## config.mk

```make
export PLATFORM = sky130hd
export DESIGN_NAME = bus_seq_arbiter
export DESIGN_NICKNAME = d
export VERILOG_FILES = /design/src/rtl/bus_pkg.sv /design/src/rtl/rr_arb2.sv /design/src/rtl/bus_seq_arbiter.sv
export SDC_FILE = /design/constraint.sdc
export NUM_CORES = 1
export LEC_CHECK = 0
export CAP_MARGIN = 20
export CELL_PAD_IN_SITES_DETAIL_PLACEMENT = 0
export CELL_PAD_IN_SITES_GLOBAL_PLACEMENT = 1
export CORE_ASPECT_RATIO = 0.8
export CORE_MARGIN = 2
export CORE_UTILIZATION = 36
export DETAILED_ROUTE_END_ITERATION = 10
export PLACE_DENSITY_LB_ADDON = 0.1
export SLEW_MARGIN = 25
export SYNTH_ARGS = -nofsm -noshare
export SYNTH_HDL_FRONTEND = slang
export SYNTH_SLANG_ARGS = --single-unit
export TNS_END_PERCENT = 50
```

## constraint.sdc

```tcl
create_clock -name clk -period 3.5 [get_ports clk]
set_input_delay 0.875 -clock clk [delete_from_list [all_inputs] [get_ports clk]]
set_output_delay 0.875 -clock clk [all_outputs]
set_load 0.005 [all_outputs]
```

## src/rtl/bus_pkg.sv

```systemverilog
// Shared types and pin map for the external nibble-bus sequencer.
package bus_pkg;

  localparam int unsigned NIBBLE_W = 4;
  localparam int unsigned ADDR_W   = 12;
  localparam int unsigned HI_W     = ADDR_W - NIBBLE_W;
  localparam int unsigned CNT_W    = 3;

  // Bit positions on the uio pin bus
  localparam int unsigned NIB_LSB = 0;
  localparam int unsigned ALE_BIT = 4;
  localparam int unsigned WR_BIT  = 5;
  localparam int unsigned RD_BIT  = 6;
  localparam int unsigned GNT_BIT = 7;

  typedef enum logic [2:0] {
    ST_IDLE,
    ST_A0,
    ST_A1,
    ST_A2,
    ST_WR,
    ST_TURN,
    ST_RD,
    ST_DONE
  } state_t;

  typedef struct packed {
    logic                we;
    logic [ADDR_W-1:0]   addr;
    logic [NIBBLE_W-1:0] wdata;
  } req_t;

endpackage

```

## src/rtl/rr_arb2.sv

```systemverilog
// Two-way round-robin pick; the parent owns the last_grant register.
module rr_arb2 (
  input  logic [1:0] valid,
  input  logic       last_grant,
  input  logic       enable,
  output logic       grant,
  output logic       grant_id
);

  always_comb begin
    grant    = enable & (|valid);
    grant_id = valid[1];
    if (valid == 2'b11) grant_id = ~last_grant;
  end

endmodule

```

## src/rtl/bus_seq_arbiter.sv

```systemverilog
// Arbitrates CPU and loader onto the 4-bit uio memory bus and sequences
// each transaction as address nibbles, then a write or read data phase.
module bus_seq_arbiter
  import bus_pkg::*;
#(
  parameter int unsigned WAIT_STATES = 1,
  parameter bit          SKIP_HI     = 1'b1
) (
  input  logic                clk,
  input  logic                rst,
  input  logic                req0_valid,
  input  logic                req0_we,
  input  logic [ADDR_W-1:0]   req0_addr,
  input  logic [NIBBLE_W-1:0] req0_wdata,
  output logic                req0_ready,
  output logic [NIBBLE_W-1:0] req0_rdata,
  input  logic                req1_valid,
  input  logic                req1_we,
  input  logic [ADDR_W-1:0]   req1_addr,
  input  logic [NIBBLE_W-1:0] req1_wdata,
  output logic                req1_ready,
  output logic [NIBBLE_W-1:0] req1_rdata,
  input  logic [7:0]          uio_in,
  output logic [7:0]          uio_out,
  output logic [7:0]          uio_oe
);

  state_t            state, state_d;
  req_t              cur_q, cur_d;
  logic              gnt_q, gnt_d;
  logic              last_grant;
  logic [HI_W-1:0]   hi_reg;
  logic              hi_valid;
  logic [CNT_W-1:0]  cnt;
  logic              arb_grant, arb_id;
  logic              cnt_last, hi_match;
  logic [7:0]        pin_out_d, pin_oe_d;
  logic [3:0]        unused_pins;

  assign unused_pins = uio_in[7:4];

  rr_arb2 u_arb (
    .valid      ({req1_valid, req0_valid}),
    .last_grant (last_grant),
    .enable     (state == ST_IDLE),
    .grant      (arb_grant),
    .grant_id   (arb_id)
  );

  assign cnt_last = (cnt == CNT_W'(WAIT_STATES));
  assign hi_match = SKIP_HI && hi_valid && (cur_q.addr[ADDR_W-1:NIBBLE_W] == hi_reg);

  // Next state and the transaction latched at grant
  always_comb begin
    state_d = state;
    cur_d   = cur_q;
    gnt_d   = gnt_q;
    case (state)
      ST_IDLE: begin
        if (arb_grant) begin
          state_d     = ST_A0;
          gnt_d       = arb_id;
          cur_d.we    = arb_id ? req1_we    : req0_we;
          cur_d.addr  = arb_id ? req1_addr  : req0_addr;
          cur_d.wdata = arb_id ? req1_wdata : req0_wdata;
        end
      end
      ST_A0:   state_d = hi_match ? (cur_q.we ? ST_WR : ST_TURN) : ST_A1;
      ST_A1:   state_d = ST_A2;
      ST_A2:   state_d = cur_q.we ? ST_WR : ST_TURN;
      ST_WR:   if (cnt_last) state_d = ST_DONE;
      ST_TURN: state_d = ST_RD;
      ST_RD:   if (cnt_last) state_d = ST_DONE;
      ST_DONE: state_d = ST_IDLE;
      default: state_d = ST_IDLE;
    endcase
  end

  // Pin image for the state being entered, so pins register with the state
  always_comb begin
    pin_out_d = '0;
    pin_oe_d  = 8'hF0;
    if (state_d != ST_IDLE) pin_out_d[GNT_BIT] = gnt_d;
    case (state_d)
      ST_A0: begin
        pin_out_d[NIB_LSB +: NIBBLE_W] = cur_d.addr[NIBBLE_W-1:0];
        pin_out_d[ALE_BIT]             = 1'b1;
        pin_oe_d[NIB_LSB +: NIBBLE_W]  = '1;
      end
      ST_A1: begin
        pin_out_d[NIB_LSB +: NIBBLE_W] = cur_d.addr[2*NIBBLE_W-1:NIBBLE_W];
        pin_out_d[ALE_BIT]             = 1'b1;
        pin_oe_d[NIB_LSB +: NIBBLE_W]  = '1;
      end
      ST_A2: begin
        pin_out_d[NIB_LSB +: NIBBLE_W] = cur_d.addr[ADDR_W-1:2*NIBBLE_W];
        pin_out_d[ALE_BIT]             = 1'b1;
        pin_oe_d[NIB_LSB +: NIBBLE_W]  = '1;
      end
      ST_WR: begin
        pin_out_d[NIB_LSB +: NIBBLE_W] = cur_d.wdata;
        pin_out_d[WR_BIT]              = 1'b1;
        pin_oe_d[NIB_LSB +: NIBBLE_W]  = '1;
      end
      ST_RD:   pin_out_d[RD_BIT] = 1'b1;
      default: ;
    endcase
  end

  always_ff @(posedge clk) begin
    if (rst) begin
      state      <= ST_IDLE;
      cur_q      <= '0;
      gnt_q      <= 1'b0;
      last_grant <= 1'b1;
      hi_reg     <= '0;
      hi_valid   <= 1'b0;
      cnt        <= '0;
      uio_out    <= '0;
      uio_oe     <= 8'hF0;
      req0_ready <= 1'b0;
      req1_ready <= 1'b0;
      req0_rdata <= '0;
      req1_rdata <= '0;
    end else begin
      state   <= state_d;
      cur_q   <= cur_d;
      gnt_q   <= gnt_d;
      uio_out <= pin_out_d;
      uio_oe  <= pin_oe_d;
      if (state == ST_IDLE && arb_grant) last_grant <= arb_id;
      if (state == ST_A2) begin
        hi_reg   <= cur_q.addr[ADDR_W-1:NIBBLE_W];
        hi_valid <= 1'b1;
      end
      // Counts data-phase cycles; zero whenever a data phase is entered
      if ((state == ST_WR || state == ST_RD) && state_d == state) cnt <= cnt + CNT_W'(1);
      else cnt <= '0;
      req0_ready <= (state_d == ST_DONE) && !gnt_d;
      req1_ready <= (state_d == ST_DONE) && gnt_d;
      req0_rdata <= (state_d == ST_DONE && !gnt_d && !cur_q.we) ? uio_in[NIB_LSB +: NIBBLE_W] : '0;
      req1_rdata <= (state_d == ST_DONE && gnt_d && !cur_q.we) ? uio_in[NIB_LSB +: NIBBLE_W] : '0;
    end
  end

endmodule
```

Yosys cells after proc, flatten, opt, wreduce, memory -nomap -nowiden

Cells that the tools add are included.

Bits in read-only memories: 0
Bits in writable memories: 0
Register bits after elaboration: 60
Memories kept: 0
Bits of input ports: 46
Latch bits: 0

Muxes and demuxes: 18
Multipliers: 0
Reduce and logical (&&, ||, !) cells: 21
Add/sub/neg operators: 1
Equality and inequality tests: 17
Bitwise gates (word level): 6
Order comparisons: 0
Div/mod/pow operators: 0
Shift operators: 0

Operator list:

| operator              | number |
|---|---|
| $mux W16              | 2 |
| $eq A3 B3 Y1 const B  | 7 |
| $pmux W3 S7           | 1 |
| $pmux W4 S4           | 1 |
| $eq A3 B2 Y1 const B  | 4 |
| $mux W12              | 1 |
| $reduce_or A2 Y1      | 6 |
| $eq A3 B1 Y1 const B  | 3 |
| $mux W3               | 3 |
| $eq A8 B8 Y1          | 1 |
| $mux W1               | 8 |
| $mux W4               | 2 |
| $logic_and A1 B1 Y1   | 7 |
| $not A1 Y1            | 5 |
| $reduce_or A4 Y1      | 1 |
| $add A3 B1 Y3 const B | 1 |
| $eq A3 B3 Y1          | 1 |
| $logic_not A3 Y1      | 1 |
| $reduce_bool A3 Y1    | 1 |
| $reduce_or A3 Y1      | 1 |
| $eq A2 B2 Y1 const B  | 1 |
| $logic_not A1 Y1      | 2 |
| $reduce_and A2 Y1     | 1 |
| $and A1 B1 Y1         | 1 |
| $logic_or A1 B1 Y1    | 1 |

Longest topological paths before layout

Gate-level depths: netlist (run 1).

Depth in word-level cells: 9
Gate-level depth with buffers: 7
Depth with buffers taken out: 7

By module

From an unflattened synthesis (run 1), not the netlist that was laid out.

Cells, all modules: 237
Area, all modules: 2252.2 sq um

Modules (own cells, without submodules):

| module          | times used | area each (sq um) | cells each |
|---|---|---|---|
| bus_seq_arbiter | 1          | 2233.4            | 235 |
| rr_arb2         | 1          | 18.8              | 2 |

Worst setup path after synthesis (run 1)

No wires, ideal clock.

Kind: input port to flip-flop
Start: in req1_valid
End: reg uio_out[3]
Path buffers: 2
Slack: 1.594 ns
Arrival: 1.824 ns
Setup time: 0.083 ns
Stages on the path: 7
Cell sequence: a21bo_2 -> buf_6 -> buf_6 -> o32ai_1 -> a221oi_2 -> nand2_1 -> o221ai_1

Cells in the longest elaborated chain, start to end: 6
Elaborated cells between the ends (all ways): 15

RTL lines:

| item                                             | line                                         | source |
|---|---|---|
| start: declaration                               | bus_seq_arbiter.sv:17                        | `input logic req1_valid,` |
| $reduce_or A2 Y1 or $eq A2 B2 Y1 (tied branches) | rr_arb2.sv:11, rr_arb2.sv:13                 |  |
| $and A1 B1 Y1 or $mux W1 (tied branches)         | rr_arb2.sv:11, rr_arb2.sv:13                 |  |
| $mux W3 (tied with other cells)                  | bus_seq_arbiter.sv:60                        | `if (arb_grant) begin` |
| $pmux W3 S7 or $mux W16 (tied branches)          | bus_seq_arbiter.sv:58, bus_seq_arbiter.sv:60 |  |
| $eq A3 B3 Y1 (tied with other cells)             | bus_seq_arbiter.sv:84                        | `case (state_d)` |
| $pmux W4 S4 (*)                                  | bus_seq_arbiter.sv:84                        |  |
| end signal: assignment                           | bus_seq_arbiter.sv:129                       | `uio_out <= pin_out_d;` |
| end: declaration                                 | bus_seq_arbiter.sv:24                        | `output logic [7:0] uio_out,` |

Mark *: on every way between the ends. The rest lies on a longest branch, timed or not.
A chain may end at the register's enable or synchronous reset.

Worst setup path after layout (run 1)

Start: in req0_valid
End: reg uio_out[0]

Cells in the longest elaborated chain, start to end: 6
Elaborated cells between the ends (all ways): 15

RTL lines:

| item                                             | line                                         | source |
|---|---|---|
| start: declaration                               | bus_seq_arbiter.sv:11                        | `input logic req0_valid,` |
| $reduce_or A2 Y1 or $eq A2 B2 Y1 (tied branches) | rr_arb2.sv:11, rr_arb2.sv:13                 |  |
| $and A1 B1 Y1 or $mux W1 (tied branches)         | rr_arb2.sv:11, rr_arb2.sv:13                 |  |
| $mux W3 (tied with other cells)                  | bus_seq_arbiter.sv:60                        |  |
| $pmux W3 S7 or $mux W16 (tied branches)          | bus_seq_arbiter.sv:58, bus_seq_arbiter.sv:60 |  |
| $eq A3 B3 Y1 (tied with other cells)             | bus_seq_arbiter.sv:84                        |  |
| $pmux W4 S4 (*)                                  | bus_seq_arbiter.sv:84                        |  |

Marked as above.

==> results of run 1 <==
final cells by class:
type                    count  area, um^2  area share, %
repair buffers             66         653           22.4
flip-flops and latches     49         981           33.6
clock inverters             2        13.8          0.471
well taps                  81         101           3.47
multi-input cells         161        1050           36.0
clock buffers               6        82.6           2.83
inverters                  10        37.5           1.29
worst max-delay path, cell delays in order:
cell and delay, ns:
clkdlybuf4s50_1 0.52, o21a_1 0.45, a21oi_1 0.55, nand2_1 0.10, o221ai_1 0.19
report_power, final:
group	switching, mW	internal (mW)	leakage, nW	total (mW)
clock	0.185	0.160	0.0512	0.346
sequential	0.0676	0.630	0.401	0.697
combinational	0.229	0.226	0.725	0.455
total	0.482	1.02	1.18	1.50
layout by cell type (no fill, tap or decap), drive strengths merged, types with 3 or more instances in the layout:
cell type | netlist | final
xnor2 | 3 | 3
xor2 | 6 | 6
inv | 10 | 10
clkdlybuf4s50 | 0 | 63
o221ai | 4 | 4
a221oi | 4 | 4
nand2 | 21 | 21
o32ai | 4 | 4
conb | 1 | 4
nor2 | 33 | 33
nand2b | 13 | 13
o2bb2ai | 4 | 4
clkbuf | 4 | 6
o22ai | 4 | 4
o21bai | 4 | 4
nor3 | 6 | 6
mux2i | 12 | 12
buf | 15 | 3
o21ai | 3 | 3
a21oi | 8 | 8
dfxtp | 49 | 49
a311oi | 5 | 5
cell families after synthesis:
group / after synthesis / synth area share, %
AO/OA/AOI/OAI: 49 / 18.2
XOR/XNOR: 9 / 3.61
adder cells (fa/ha/maj): 2 / 1.15
buffers and inverters: 29 / 7.34
flip-flops: 49 / 45.0
multiplexers: 13 / 6.02
other: 1 / 0.172
AND/OR/NAND/NOR: 84 / 18.5
worst max-delay path by stage:
stage | end | cells past startpoint | slack, ns | from
after CTS | uio_out[0] | 5 | 1.02 | req0_valid
final | uio_out[0] | 5 | 1.03 | req0_valid
after global routing | uio_out[1] | 5 | 0.86 | req0_valid
after detailed placement | uio_out[0] | 5 | 0.71 | req0_valid
after floorplan | uio_out[3] | 7 | 1.59 | req1_valid
after global placement | uio_out[0] | 5 | 0.68 | req0_valid
stage by stage:
step	utilization (%)	worst slack [ns]
CTS	49.7	1.02
floorplan	-	1.59
finish	49.7	1.03
global route	49.7	0.865
global placement	48.0	0.685
detailed placement	48.0	0.711
routing by layer:
layer,track usage [%],vias up,wire length [um]
met2,25.4,41,2210
met5,0,-,0
li1,-,926,-
met1,20.8,799,2530
met3,3.79,8,183
met4,6.57,0,78
==> impl_metrics.csv, run 1 <==
group,metric,value,unit
synth,synthTopCellsByArea,"dfxtp_1, nor2_1, mux2i_1, nand2b_1, nand2_1",
synth,synthArstFlopShare,0,%
power,power.total,1.50,mW
min_path,hold_path_startpoint,"cnt[0]",
synth,netlist_top_cells_count,"dfxtp_1, nor2_1, nand2_1",
floorplanning,start_util,37.1,%
final_layout,antenna-diode-count,0,
worst_setup_path,cp_max_fo,17,
place,hpwl,3750,um
place,placed_area,2820,um^2
global_routing,grt_pass1_wl,8150,um
global_routing,grt_antenna_before_repair,0,
run_status,status,"finished clean",
sta,finalCritPeriodShare,70.6,%
sta,tightestPinTransition,0.640,ns
detailed_routing,antenna_left,0,
worst_setup_path,reg2regPathDepth,4,
worst_setup_path,reg2reg_slack,1.40,ns
cts,cts_made_buffers,5,
cts,cts_setup_buffers,0,
floorplanning,core-area,5880,um^2
synth,synth_edf_count,0,
sta,drv_slew,0,
place,io_buffers,63,
power,leakage,1.18,nW
sta,hold_violations,0,
final_layout,largest_reg_flops,13,
cts,cts.clk_slew.worst_paths,0.09,ns
cts,clock_latency,0.30,ns
sta,grt_setup_unrepaired,"no",
floorplanning,die_w,91.0,um
detailed_routing,via_count,1774,
cts,root_buffer,"clkbuf_8",
detailed_routing,first_pass_iters,4,
worst_setup_path,criticalPathCategory,"in -> reg",
sta,fin_skew,0.00680,ns
sta,clock.fmax,0.405,GHz
sta,slew_headroom,57.3,%
cts,max-clock-path-buffers,2,
detailed_routing,drt_iter0_drc,44,
synth,synth_flop_cell,"dfxtp_1",
synth,syn_inst,236,
final_layout,drive_gt1_share,6.80,%
cts,cts.sinks,49,
synth,synth_most_common_cell,"dfxtp_1",
cts,htree_levels,2,
min_path,holdPathEnd,"cnt[0]",
floorplanning,die_h,73.6,um
synth,syn-mean-instance-area,9.24,um^2
detailed_routing,wl_per_cell,13.3,um
final_layout,syn_to_final_growth,33.9,%
worst_setup_path,r2r_end,"uio_out[4]",
worst_setup_path,critical_path_required,3.73,ns
min_path,hold_path.class,"reg -> reg",
synth,yosysSeqAreaShare,45.0,%
cts,cts_tree,"built",
floorplanning,rows,25,
final_layout,nets,341,
worst_setup_path,r2r-start,"state[0]",
detailed_routing,wirelength,5000,um
sta,setup_viol,0,
global_routing,grt_pass1_vias,1640,
final_layout,final_area,2920,um^2
synth,yosysUniqueCellTypes,43,
sta,final.min_clock_period,2.47,ns
final_layout,instances_no_fill,375,
place,finalWeightedCongestion,0.776,
global_routing,grt_max_degree,29,
worst_setup_path,critPathArrivalTime,2.70,ns
final_layout,fillers,596,
min_path,min_delay_path_depth,1,
place,place_inst,367,
synth,yosysTopAreaCell,"dfxtp_1",
power,power.density,513,nW/um^2
floorplanning,dieArea,6700,um^2
synth,synth_top_area_share,45.0,%
floorplanning,boundaryPins,72,
sta,whs,0.460,ns
synth,synth_area,2180,um^2
synth,yosysWarnings,0,
cts,cts_hold_buf,0,
job,maxCapViolCount,0,
detailed_routing,drc,0,
global_routing,track_usage,15.9,%
synth,ys_ff_latch,49,
sta,final.setup.tns,0,ns
worst_setup_path,end_kind,"register",
global_routing,gr-total-overflow,0,
power,ir_drop,0.216,mV
cts,post_cts_resized,0,
detailed_routing,vias_per_cell,4.73,
worst_setup_path,startpoint_type,"primary input",
(Power assumes the default switching activity.)
==> run 2: changes to the inputs <==
--- a/config.mk
+++ b/config.mk
@@ -10,7 +10,7 @@
 export CELL_PAD_IN_SITES_GLOBAL_PLACEMENT = 1
 export CORE_ASPECT_RATIO = 0.8
 export CORE_MARGIN = 2
-export CORE_UTILIZATION = 36
+export CORE_UTILIZATION = 33
 export DETAILED_ROUTE_END_ITERATION = 10
 export PLACE_DENSITY_LB_ADDON = 0.1
 export SLEW_MARGIN = 25
==> constraint.sdc (replaced) <==
create_clock -name clk -period 2.4 [get_ports clk]
set_input_delay 0.6 -clock clk [delete_from_list [all_inputs] [get_ports clk]]
set_output_delay 0.6 -clock clk [all_outputs]
set_load 0.005 [all_outputs]
==> impl_metrics.csv, run 2 (same netlist as run 1, synthesis figures left out) <==
group,metric,value,unit
detailed_routing,drt_iter0_drc,68,
place,hpwl,4120,um
cts,clock_latency,0.31,ns
worst_setup_path,reg2reg_slack,0.61,ns
sta,setup_viol,0,
worst_setup_path,reg2regPathDepth,5,
worst_setup_path,startpoint_type,"primary input",
power,p_sw,0.732,mW
detailed_routing,wirelength,5280,um
job,maxCapViolCount,0,
power,pwr-share-seq,43.4,%
sta,drv_slew,0,
final_layout,largest_reg_flops,13,
min_path,hold_path.class,"reg -> reg",
global_routing,track_usage,15.3,%
cts,cts_hold_buf,0,
detailed_routing,antenna_left,0,
worst_setup_path,critPathArrivalTime,2.18,ns
worst_setup_path,r2r-start,"cur_q[15]",
detailed_routing,via_count,1829,
power,clkPwrFrac,25.8,%
floorplanning,die_w,94.9,um
cts,cts_tree,"built",
global_routing,grt_pass1_wl,8580,um
final_layout,final_common_cell,"clkdlybuf4s50_1",
final_layout,drive_gt1_share,9.24,%
floorplanning,core-area,6380,um^2
power,leakage,1.23,nW
sta,final.min_clock_period,1.96,ns
worst_setup_path,criticalPathCategory,"in -> reg",
place,place_inst,379,
sta,hold_violations,0,
sta,tightestPinTransition,0.561,ns
place,finalWeightedCongestion,0.754,
cts,max-clock-path-buffers,2,
final_layout,antenna-diode-count,0,
cts,cts.sinks,49,
final_layout,final_cell_mix,"clkdlybuf4s50_1, dfxtp_1, nor2_1",
power,comb_power_share,30.8,%
detailed_routing,wl_per_cell,13.7,um
sta,final.setup.tns,0,ns
worst_setup_path,cp_max_fo,6,
floorplanning,rows,26,
power,ir_drop,0.328,mV
cts,root_buffer,"clkbuf_8",
global_routing,gr-total-overflow,0,
floorplanning,start_util,34.2,%
global_routing,grt_antenna_before_repair,0,
floorplanning,die_h,76.7,um
sta,fin_skew,0.0115,ns
global_routing,grt_max_degree,29,
detailed_routing,vias_per_cell,4.73,
worst_setup_path,critical_path_required,2.62,ns
worst_setup_path,crit_path_start,"req1_valid",
power,p_sw_share,31.3,%
floorplanning,boundaryPins,72,
cts,cts_made_buffers,5,
final_layout,instances_no_fill,387,
min_path,hold_path_startpoint,"hi_valid",
worst_setup_path,end_kind,"register",
worst_setup_path,cp_cell_sequence,"clkdlybuf4s50_1 -> nor2b_1 -> o32ai_1 -> a221oi_2 -> nand2_1 -> o221ai_1",
sta,finalCritPeriodShare,81.7,%
detailed_routing,first_pass_iters,4,
cts,post_cts_resized,0,
final_layout,nets,350,
power,cellInternalPower,1.61,mW
worst_setup_path,crit_slowest_cell,"clkdlybuf4s50_1",
power,power.density,774,nW/um^2
sta,grt_setup_unrepaired,"no",
worst_setup_path,max_stage_delay,0.54,ns
cts,htree_levels,2,
detailed_routing,drc,0,
final_layout,syn_to_final_growth,38.4,%
min_path,min_delay_path_depth,2,
global_routing,grt_pass1_vias,1729,
cts,cts.clk_slew.worst_paths,0.09,ns
sta,clock.fmax,0.510,GHz
run_status,status,"finished clean",
sta,slew_headroom,62.5,%
cts,cts_setup_buffers,0,
floorplanning,dieArea,7280,um^2
place,io_buffers,63,
[run 2: cell count changes in the layout (fill, tap and decap cells not counted)]
cell	before	now
buf_4	3	11
buf_12	0	1
bufinv_16	0	1
clkbuf_1	0	1
clkbuf_8	6	5
clkinv_2	1	0
[run 2: power by group through the flow]
stage          clock network (mW)  registers [mW]  logic, mW
3_3_place_gp                    0            1.03      0.729
6_report                    0.603            1.01      0.720
4_1_cts                     0.617            1.02      0.732
3_5_place_dp                    0            1.03      0.728
5_1_grt                     0.649            1.03      0.807
2_1_floorplan                   0            1.00      0.454
[run 2: cell type report]
| type | count | area [um^2] |
|---|---|---|
| multi-input cells | 161 | 1050 |
| repair buffers | 75 | 733 |
| well taps | 84 | 105 |
| fillers | 667 | 3360 |
| clock inverters | 2 | 38.8 |
| inverters | 10 | 37.5 |
| flip-flops and latches | 49 | 981 |
| clock buffers | 6 | 72.6 |
[run 2: worst paths after layout]
| kind | end |
|---|---|
| worst min-delay path | hi_valid |
| worst max-delay path | uio_out[1] |
| worst min register to register | hi_valid |
| worst max register to register | uio_oe[2] |
[run 2: stage by stage]
step / hold slack, ns / setup slack [ns] / utilization (%) / power [mW] / instance area (um^2)
2_1_floorplan: 0.421 / 0.769 / - / 1.46 / 2190
3_3_place_gp: 0.436 / 0.102 / 45.6 / 1.76 / 2910
3_5_place_dp: 0.454 / 0.0849 / 45.6 / 1.76 / 2910
4_1_cts: 0.469 / 0.413 / 47.4 / 2.36 / 3020
5_1_grt: 0.491 / 0.211 / 47.4 / 2.49 / 3020
6_report: 0.463 / 0.439 / 47.4 / 2.34 / 3020
[run 2: worst max-delay path: cells and delay by family]
| kind | cells | cell delay, ns |
|---|---|---|
| AO/OA/AOI/OAI | 3 | 0.61 |
| buffers and inverters | 1 | 0.54 |
| AND/OR/NAND/NOR | 2 | 0.44 |
[run 2: per-layer routing]
layer | vias to the layer above | share of wire, % | global-route usage [%]
met5 | - | 0 | 0
li1 | 939 | - | -
met4 | 0 | 1.4 | 5.80
met3 | 7 | 4.8 | 3.83
met2 | 54 | 42 | 21.0
met1 | 829 | 52 | 22.7
==> run 3: changes to the inputs <==
--- a/config.mk
+++ b/config.mk
@@ -10,7 +10,7 @@
 export CELL_PAD_IN_SITES_GLOBAL_PLACEMENT = 1
 export CORE_ASPECT_RATIO = 0.8
 export CORE_MARGIN = 2
-export CORE_UTILIZATION = 33
+export CORE_UTILIZATION = 30
 export DETAILED_ROUTE_END_ITERATION = 10
 export PLACE_DENSITY_LB_ADDON = 0.1
 export SLEW_MARGIN = 25
==> constraint.sdc (replaced) <==
create_clock -name clk -period 1.8 [get_ports clk]
set_input_delay 0.45 -clock clk [delete_from_list [all_inputs] [get_ports clk]]
set_output_delay 0.45 -clock clk [all_outputs]
set_load 0.005 [all_outputs]
==> impl_metrics.csv, run 3 (same netlist as run 1, synthesis figures left out) <==
group,metric,value,unit
min_path,min_delay_path_depth,1,
floorplanning,rows,27,
final_layout,syn_to_final_growth,43.1,%
final_layout,drive_gt1_share,14.8,%
worst_setup_path,reg2reg_slack,0.14,ns
worst_setup_path,criticalPathCategory,"in -> reg",
global_routing,grt_max_degree,21,
worst_setup_path,startpoint_type,"primary input",
place,io_buffers,63,
floorplanning,boundaryPins,72,
cts,cts_hold_buf,0,
worst_setup_path,r2r-start,"state[0]",
cts,cts_setup_buffers,0,
detailed_routing,wl_per_cell,13.4,um
detailed_routing,vias_per_cell,4.56,
floorplanning,core-area,6960,um^2
detailed_routing,first_pass_iters,4,
sta,finalCritPeriodShare,94.7,%
global_routing,grt_antenna_before_repair,0,
cts,cts.clk_slew.worst_paths,0.10,ns
detailed_routing,antenna_left,0,
run_status,status,"finished clean",
min_path,holdPathEnd,"cnt[0]",
power,leakage,1.30,nW
floorplanning,dieArea,7970,um^2
final_layout,final_common_cell,"clkdlybuf4s50_1",
place,hpwl,4210,um
detailed_routing,wirelength,5420,um
place,pre_cts_slack,-0.330,ns
sta,drv_slew,0,
global_routing,track_usage,14.0,%
final_layout,final_area,3120,um^2
place,place_inst,396,
cts,htree_levels,2,
worst_setup_path,cp_max_fo,5,
min_path,hold_path.class,"reg -> reg",
cts,post_cts_resized,1,
sta,fin_ws,0.0957,ns
cts,cts_tree,"built",
cts,max-clock-path-buffers,2,
cts,clock_latency,0.31,ns
final_layout,nets,364,
floorplanning,start_util,31.3,%
global_routing,grt_pass1_wl,8690,um
detailed_routing,drc,0,
global_routing,grt_pass1_vias,1741,
cts,cts.sinks,49,
worst_setup_path,r2r_end,"uio_out[3]",
sta,setup_viol,0,
cts,root_buffer,"clkbuf_8",
detailed_routing,via_count,1844,
global_routing,gr-total-overflow,0,
final_layout,fin_util,44.9,%
final_layout,instances_no_fill,404,
power,ir_drop,0.362,mV
sta,grt_setup_unrepaired,"no",
final_layout,antenna-diode-count,0,
place,placed_area,3000,um^2
cts,cts_made_buffers,5,
final_layout,largest_reg_flops,13,
power,power.total,3.08,mW
min_path,hold_path_startpoint,"cnt[0]",
worst_setup_path,end_kind,"register",
worst_setup_path,critPathArrivalTime,1.93,ns
final_layout,final_cell_mix,"clkdlybuf4s50_1, dfxtp_1, nor2_1",
power,power.density,986,nW/um^2
job,maxCapViolCount,0,
sta,final.setup.tns,0,ns
sta,hold_violations,0,
worst_setup_path,critical_path_required,2.03,ns
worst_setup_path,reg2regPathDepth,6,
place,finalWeightedCongestion,0.715,
detailed_routing,drt_iter0_drc,46,
sta,final.min_clock_period,1.70,ns
sta,whs,0.459,ns
sta,fin_skew,0.0126,ns
floorplanning,die_w,99.3,um
floorplanning,die_h,80.3,um
sta,clock.fmax,0.587,GHz
## run 3: worst max path at each step
stage                    start            end  slack, ns  cells after the start
floorplan           req1_valid     uio_out[3]       0.32                      7
global placement    req1_valid     uio_out[1]      -0.30                      6
detailed placement  req1_valid     uio_out[3]      -0.33                      6
CTS                 req0_valid  req1_rdata[3]       0.02                      6
global route        req0_valid     uio_out[2]      0.009                      7
finish              req0_valid     uio_out[6]        0.1                      5
## run 3: cell type report
class,count,area [um^2]
clock buffer,5,68.8
clock inverter,3,25.0
fill,723,3840
inverter,10,37.5
multi-input combinational,161,1070
sequential,49,981
tap,87,109
timing repair buffer,89,828
## run 3: layer usage
metal	track usage, %	routed length (um)
met1	19.7	2740
met2	21.9	2300
met3	3.48	365
met4	2.88	18
met5	0	0
## run 3: critical path: stages
cell and delay, ns:
clkdlybuf4s50_1 0.48, o21a_2 0.28, nor3_2 0.21, or3b_1 0.35, nor3_1 0.16
## run 3: power by group
group | leakage (nW) | total [mW] | internal (mW) | switching [mW]
clock network | 0.0447 | 0.685 | 0.281 | 0.404
registers | 0.401 | 1.33 | 1.23 | 0.104
logic | 0.853 | 1.06 | 0.553 | 0.510
total | 1.30 | 3.08 | 2.06 | 1.02
==> variant, RTL diff (settings of run 3) <==
Change the package constant `CNT_W` from 3 to 6.
--- a/src/rtl/bus_pkg.sv
+++ b/src/rtl/bus_pkg.sv
@@ -4,7 +4,7 @@
   localparam int unsigned NIBBLE_W = 4;
   localparam int unsigned ADDR_W   = 12;
   localparam int unsigned HI_W     = ADDR_W - NIBBLE_W;
-  localparam int unsigned CNT_W    = 3;
+  localparam int unsigned CNT_W    = 6;
 
   // Bit positions on the uio pin bus
   localparam int unsigned NIB_LSB = 0;
Check against the original RTL: no difference found for any inputs over 10 cycles, from zero or initial values and one cycle with rst high; that may be too few to reach the edited logic, so the function may still have changed.
==> variant against run 3 <==
Synthesized area up 6.0%. Global-route usage rose by 0.67 points. Routed wire length rose by 9.8%. Setup slack worse by 83 ps. Sequential cell count up 3. Clock skew fell by 9.7 ps. Total power grew 14%. Design area increased by 11%. Register-to-register slack got worse by 130 ps. Hold slack improved by 18 ps. Largest power group unchanged.
==> variant: results (changes against run 3) <==
status=finished, final reports clean; yosys warns=0 (unchanged); multi-input gate share of the layout cell area=0.351 (+0.00771); Min-Delay Startpoint=cur_q[2]$_SDFF_PP0_; share of layout cells above drive strength 1=0.203 (+0.0546); clock insertion delay at the later pin of the skew report=300 ps; placed inst area=0.00326 sq mm (+8.6%); synth top area cells=dfxtp_1 (45%), mux2i_1 (11%), nor2_1 (6.8%), xnor2_1 (4.2%), a211oi_1 (2.9%); DPL Wire Length=4520 um (+7.4%); crit-path max FO=4 (-1); CTS buffer count=5 (unchanged); slowest CP cell=or4b_4; RR Startpoint=cnt[1]$_SDFF_PP0_; vias in the first global route=1809 (+3.9%); Worst Hold Class=flip-flop to flip-flop; Seq cells=52 (+6.1%); Nets=392 (+7.7%); initial drt markers=60 (+30%); largest net degree at the start of global routing=25 (+19%); final cell count without fillers=450 (+11%); R2R setup slack=10 ps (-130 ps); Peak VDD IR=0.291 mV (-20%); commonest cells in the netlist=dfxtp_1 (52), nor2_1 (42), mux2i_1 (25); Placer Congestion=0.798 (+12%); hold endpoint=uio_out[2]$_SDFF_PP0_; Critical Path AT=2000 ps (+70 ps); final core utilization=0.465 (+0.0167); wire per inst=13.2 um (-1.5%); sequential cell area share=0.303 (-0.0116); final hold violation count=0 (unchanged); CTS max path bufs=2 (unchanged); NonClk Buf Share=0.273 (+0.00730); multi-input gate count=175 (+8.7%); drt pass-1 iters=4 (unchanged); clock buffer count=6 (+1); routed via count=2016 (+9.3%); Worst Hold Depth=2 (+1); count of plain and timing-repair buffers=102 (+15%); Die X=102 um (+2.8%); worst slack at placement=-313 ps (+17.1 ps); Hold Slack=477 ps (+18.5 ps); Synth Instances=253 (+7.2%); Tot GR Track Use=0.147 (+0.00668); Lkg Pwr=1.42 nW (+9.1%); library cells used by synthesis=44 (+2.3%); Logic inverters=8 (-2); Fillers=746 (+3.2%); Worst R2R Path Depth=7 (+1); R2R Path End=uio_out[6]$_SDFF_PP0_; first-pass GRT wire length=9220 um (+6.1%); clock tree cell share of total cell area=0.0268 (-0.00327); number of buffers added on ports=63 (unchanged); Worst Skew=2.92 ps (-9.69 ps); register area share after synthesis=0.450 (+0.000661); Placed Cells=440 (+11%); post-layout min period=1790 ps (+82.9 ps)
## variant: how the worst max path moves through the flow
| stage | cells after the start | endpoint | from |
|---|---|---|---|
| 3_3_place_gp | 7 | uio_out[2]$_SDFF_PP0_ | req1_valid |
| 3_5_place_dp | 6 | uio_out[0]$_SDFF_PP0_ | req1_valid |
| 2_1_floorplan | 6 | req0_rdata[0]$_SDFF_PP0_ | cnt[0]$_SDFF_PP0_ |
| 6_report | 7 | uio_out[6]$_SDFF_PP0_ | cnt[1]$_SDFF_PP0_ |
| 4_1_cts | 7 | uio_out[6]$_SDFF_PP0_ | cnt[1]$_SDFF_PP0_ |
| 5_1_grt | 7 | uio_out[6]$_SDFF_PP0_ | cnt[1]$_SDFF_PP0_ |
## variant: layer usage
metal | global-route usage | part of all wire
met5 | 0 | 0
met3 | 0.0337 | 0.057
met2 | 0.200 | 0.40
met4 | 0.0520 | 0.015
met1 | 0.223 | 0.53
## variant: worst max-delay path: cells and delay by family, from the launching register on
family | cells | cell delay, ps
AOI/OAI and AO/OA | 3 | 540
and+or+nand+nor | 2 | 650
adders and majority gates | 1 | 110
buffers and inverters | 1 | 60
DFF | 1 | 330
## variant: logic make-up after synthesis
group | share of synthesized area
xor+xnor | 0.0455
compound gates | 0.127
other cells | 0.00162
simple gates | 0.193
fa+ha+maj | 0.0108
flops | 0.450
mux | 0.108
buf+inv | 0.0633
## variant: what timing repair did
item / CTS / global route
setup buffers: 1 / 1
pin swaps: 3 / 8
endpoints found under the setup margin: 9 / 11
resized for setup: 2 / 18
## variant: report_power, final
| group | internal [mW] | switching (mW) | leakage (nW) |
|---|---|---|---|
| Clock | 0.308 | 0.387 | 0.0510 |
| Combinational | 0.709 | 0.656 | 0.940 |
| Sequential | 1.31 | 0.134 | 0.426 |
